===== config.mk =====
export PLATFORM = sky130hd
export DESIGN_NAME = port_rd_deserializer
export DESIGN_NICKNAME = d
export VERILOG_FILES = /design/src/rtl/port_rd_deserializer.sv
export SDC_FILE = /design/constraint.sdc
export NUM_CORES = 1
export LEC_CHECK = 0
export CORE_ASPECT_RATIO = 0.6
export CORE_MARGIN = 4
export CORE_UTILIZATION = 41
export DETAILED_ROUTE_END_ITERATION = 16
export PLACE_DENSITY = 0.75
export SETUP_SLACK_MARGIN = 0.2
export SYNTH_ARGS = -nofsm -noshare
export SYNTH_HDL_FRONTEND = slang
export SYNTH_SLANG_ARGS = --single-unit

===== constraint.sdc =====
create_clock -name clk -period 2.3 [get_ports clk]
set_input_delay 0.46 -clock clk [delete_from_list [all_inputs] [get_ports clk]]
set_output_delay 0.46 -clock clk [all_outputs]
set_load 0.02 [all_outputs]

===== src/rtl/port_rd_deserializer.sv =====
// Collects port-tagged serial read responses into three slots and presents them as one aligned group.
// Optional forced close of stale partial groups: define PORT_RD_DESER_TIMEOUT_EN.
module port_rd_deserializer #(
  parameter int WIDTH   = 8,
  parameter int TIMEOUT = 16
) (
  input  logic             clk,
  input  logic             reset_n,
  input  logic [WIDTH-1:0] sin_data,
  input  logic             sin_valid,
  input  logic [1:0]       sin_port,
  input  logic             sin_last,
  output logic             sin_stall,
  input  logic             out_ready,
  output logic             out_group_valid,
  output logic [WIDTH-1:0] out1_data,
  output logic [WIDTH-1:0] out2_data,
  output logic [WIDTH-1:0] out3_data,
  output logic             out1_valid,
  output logic             out2_valid,
  output logic             out3_valid,
  output logic             err_port,
  output logic             timeout_flag
);

  typedef enum logic {COLLECT = 1'b0, HOLD = 1'b1} state_t;

  state_t                  state, state_nxt;
  logic [2:0][WIDTH-1:0]   slot_data;
  logic [2:0]              slot_vld;
  logic [2:0]              sel;
  logic                    collecting, consume, close_beat, force_to, err_nxt;

  if (TIMEOUT < 1) begin : g_bad_timeout
    $error("TIMEOUT must be at least 1");
  end

  assign collecting = (state == COLLECT);
  assign consume    = (state == HOLD) && out_ready;
  assign close_beat = collecting && sin_valid && sin_last;
  assign sel        = {sin_port == 2'd3, sin_port == 2'd2, sin_port == 2'd1};

  // Illegal tag, duplicate tag within a group, or any beat presented while stalled
  assign err_nxt = sin_valid && (!collecting || (sin_port == 2'd0) || |(slot_vld & sel));

  always_ff @(posedge clk or negedge reset_n)
    if (!reset_n) state <= COLLECT;
    else          state <= state_nxt;

  always_comb begin
    state_nxt = state;
    case (state)
      COLLECT: if (close_beat || force_to) state_nxt = HOLD;
      HOLD:    if (out_ready)              state_nxt = COLLECT;
      default:                             state_nxt = COLLECT;
    endcase
  end

  always_comb begin
    sin_stall       = (state == HOLD);
    out_group_valid = (state == HOLD);
  end

  for (genvar k = 0; k < 3; k++) begin : g_slot
    always_ff @(posedge clk or negedge reset_n)
      if (!reset_n) begin
        slot_data[k] <= '0;
        slot_vld[k]  <= 1'b0;
      end else if (consume) begin
        slot_data[k] <= '0;
        slot_vld[k]  <= 1'b0;
      end else if (collecting && sin_valid && sel[k]) begin
        slot_data[k] <= sin_data;
        slot_vld[k]  <= 1'b1;
      end
  end

  always_ff @(posedge clk or negedge reset_n)
    if (!reset_n) err_port <= 1'b0;
    else          err_port <= err_nxt;

`ifdef PORT_RD_DESER_TIMEOUT_EN
  localparam int CW = ($clog2(TIMEOUT + 1) > 5) ? $clog2(TIMEOUT + 1) : 5;

  logic [CW-1:0] to_cnt;
  logic          to_flag;
  logic          idle_wait;

  // Counts idle edges of a partially filled group; the TIMEOUT-th one closes it
  assign idle_wait = collecting && |slot_vld && !sin_valid;
  assign force_to  = idle_wait && (to_cnt == CW'(TIMEOUT - 1));

  always_ff @(posedge clk or negedge reset_n)
    if (!reset_n)                               to_cnt <= '0;
    else if (!collecting || sin_valid || force_to) to_cnt <= '0;
    else if (idle_wait)                         to_cnt <= to_cnt + 1'b1;

  always_ff @(posedge clk or negedge reset_n)
    if (!reset_n)      to_flag <= 1'b0;
    else if (consume)  to_flag <= 1'b0;
    else if (force_to) to_flag <= 1'b1;

  assign timeout_flag = to_flag;
`else
  assign force_to     = 1'b0;
  assign timeout_flag = 1'b0;
`endif

  assign out1_data  = slot_data[0];
  assign out2_data  = slot_data[1];
  assign out3_data  = slot_data[2];
  assign out1_valid = slot_vld[0];
  assign out2_valid = slot_vld[1];
  assign out3_valid = slot_vld[2];

endmodule


==> run_results.csv, run 1 <==
group,metric,value,unit
pwr,ir_drop,0.000431,V
cts,cts_root_buf,"clkbuf_8",
yosys,yosys_warnings,0,
layout,drive_above_1_share,0.225,
critical_path,required,1.84,ns
sta,rsz0062_at_grt,"no",
layout,final_cell_mix,"clkdlybuf4s50_1 (44), dfrtp_1 (29), a21boi_0 (22)",
critical_path,worst_path_largest_cell_delay,0.68,ns
layout,final_common_cell,"clkdlybuf4s50_1",
layout,design_area,1930,um^2
routing,routedWlPerCell,15.9,um
yosys,ys_seq_elements,29,
sta,fin_tns_setup,0,ns
critical_path,cp_top_family,"buffers and inverters",
grt,grt_antenna_before_repair,0,
cts,clk_latency,0.27,ns
floorplanning,ioPinCount,46,
critical_path,cp_max_fo,13,
floorplanning,die_h,53.1,um
sta,min_period_over_period,0.855,
pwr,p_per_area,797,nW/um^2
floorplanning,coreArea,3260,um^2
sta,hold_viol_final,0,
layout,antenna_cells,0,
yosys,yosysSeqAreaShare,0.521,
sta,max_freq,508,MHz
critical_path,crit_slowest_cell,"clkdlybuf4s50_1",
layout,nNetsFinal,165,
cts,clock_sinks,29,
sta,hold_ws,0.560,ns
sta,slew_headroom,0.669,
routing,viasPerCell,4.96,
yosys,synth.distinct_cells,18,
yosys,syn_inst,104,
critical_path,worst_setup_path_start_kind,"flop",
routing,drc,0,
grt,grt_pass1_vias,1017,
yosys,synth_nets,119,
cts,cts_tree,"yes",
yosys,syn_area_per_cell,13.4,um^2
floorplanning,core.rowCount,16,
yosys,synth_area,1390,um^2
hold_path,hold_path_class,"flop to flop",
placement,dpl-instance-area,1850,um^2
critical_path,path_buf_inv,1,
layout,syn_to_final_growth,38.9,%
placement,portBuffers,44,
sta,clock_skew,0.00231,ns
floorplanning,die_w,83.2,um
cts,cts_hold_buffers,0,
routing,ant_nets,0,
cts,clk_pin_slew,0.06,ns
sta,period_needed,1.97,ns
pwr,fin_total_pwr,1540,uW
floorplanning,start_util,0.427,
grt,grt_first_pass_wirelength,5160,um
sta,finalSetupViolations,0,
cts,clockBufferDepth,2,
critical_path,path_cells,"clkdlybuf4s50_1",
cts,cts-htree-levels,2,
routing,drt_iter0_markers,47,
grt,gr-usage-all-layers,0.154,
sta,maxSlewViolCount,0,
floorplanning,die_area,4420,um^2
pwr,power_leakage,0.000867,uW
critical_path,r2r_setup_slack,0.46,ns
cts,cts_resized,0,
routing,first_pass_iters,2,
job,drv_cap,0,
placement,hpwl,2250,um
cts,postCtsSetupRepairBufs,0,
routing,totalWireLength,3120,um
sta,worst_pin_slew,0.494,ns
grt,grt_max_degree,30,
routing,vias,973,
layout,post-route-util,0.593,
grt,grt_overflow_total,0,
run_status,outcome,"completed",
placement,routabilityCongestion,0.729,
critical_path,crit_path_end_kind,"output port",
critical_path,critPathArrivalTime,1.51,ns
critical_path,path_class,"flop to output port",
cts,numCtsBuffers,5,
## registers in the layout (all words and copies together), names as in the netlist
register / count
out1_valid: 1
err_port: 1
out1_data: 8
out2_valid: 1
out3_valid: 1
out3_data: 8
out2_data: 8
out_group_valid: 1
## worst min-delay path, delay by kind of cell (launching register included)
| kind | cells | cell delay (ns) |
|---|---|---|
| AO/OA/AOI/OAI | 1 | 0.07 |
| buffers and inverters | 1 | 0.06 |
| flip-flops | 1 | 0.39 |
## final timing paths
path	startpoint	endpoint	cells past startpoint
max in group asynchronous	reset_n	out1_data[3]	2
hold reg to reg	out2_valid	out2_valid	2
min in group asynchronous	reset_n	err_port	2
setup / recovery	out_group_valid	out_group_valid	1
setup reg to reg	out_group_valid	out1_data[7]	3
hold / removal	out2_valid	out2_valid	2
## kinds of logic (layout without fill, tap and decap cells)
kind of cell / count (synthesis) / in the layout / share of synthesized area
and+or+nand+nor: 6 / 6 / 0.0431
muxes: 25 / 25 / 0.223
other: 1 / 1 / 0.00269
AOI/OAI and AO/OA: 29 / 29 / 0.150
buffers and inverters: 14 / 61 / 0.0602
DFF: 29 / 29 / 0.521
## synthesized netlist by cell type
cell type / n / area, um^2
nand4b_2: 1 / 15.0
mux2_4: 8 / 120
a311oi_1: 1 / 8.76
buf_6: 2 / 22.5
mux2_2: 16 / 180
and2_1: 1 / 6.26
nand3b_1: 1 / 7.51
mux2i_1: 1 / 10.0
o21ai_0: 4 / 20.0
a21boi_1: 2 / 15.0
nor4b_1: 1 / 8.76
inv_1: 5 / 18.8
dfrtp_1: 29 / 726
a21boi_0: 22 / 165
nand4bb_1: 2 / 22.5
conb_1: 1 / 3.75
buf_4: 3 / 22.5
clkbuf_2: 4 / 20.0
## per-stage QoR
step | setup WS, ns | cells
floorplan | 1.01 | 104
global placement | 0.298 | 188
detailed placement | 0.257 | 188
CTS | 0.306 | 196
global route | 0.263 | 196
finish | 0.333 | 196
## metal layers
metal	track usage	up-vias	routed length, um
met4	0.0462	0	17
met2	0.230	36	1400
met5	0	-	0
met1	0.209	473	1510
met3	0.0544	4	193
li1	-	460	-
## power by group
part	switching [uW]	leakage, uW	internal, uW
combinational	232	0.000451	277
sequential	54.2	0.000377	595
clock	170	0.0000395	214
total	456	0.000867	1090
## cell type report
type | instances | area (um^2)
Fill cell | 258 | 1330
Sequential cell | 29 | 726
Multi-Input combinational cell | 61 | 583
Timing Repair Buffer | 48 | 470
Clock buffer | 8 | 80.1
Tap cell | 45 | 56.3
Inverter | 5 | 18.8
(Power assumes the default switching activity.)
==> inputs of run 2 (changes only) <==
Settings changed: ABC_CLOCK_PERIOD_IN_PS set to 2300.
==> results of run 2 <==
The final DEF is identical to that of run 1; final timing and power are the same.
==> inputs of run 3 (changes only) <==
Settings changed: CTS_CLUSTER_DIAMETER set to 80.
==> results of run 3 <==
The final DEF is identical to that of run 1; final timing and power are the same.
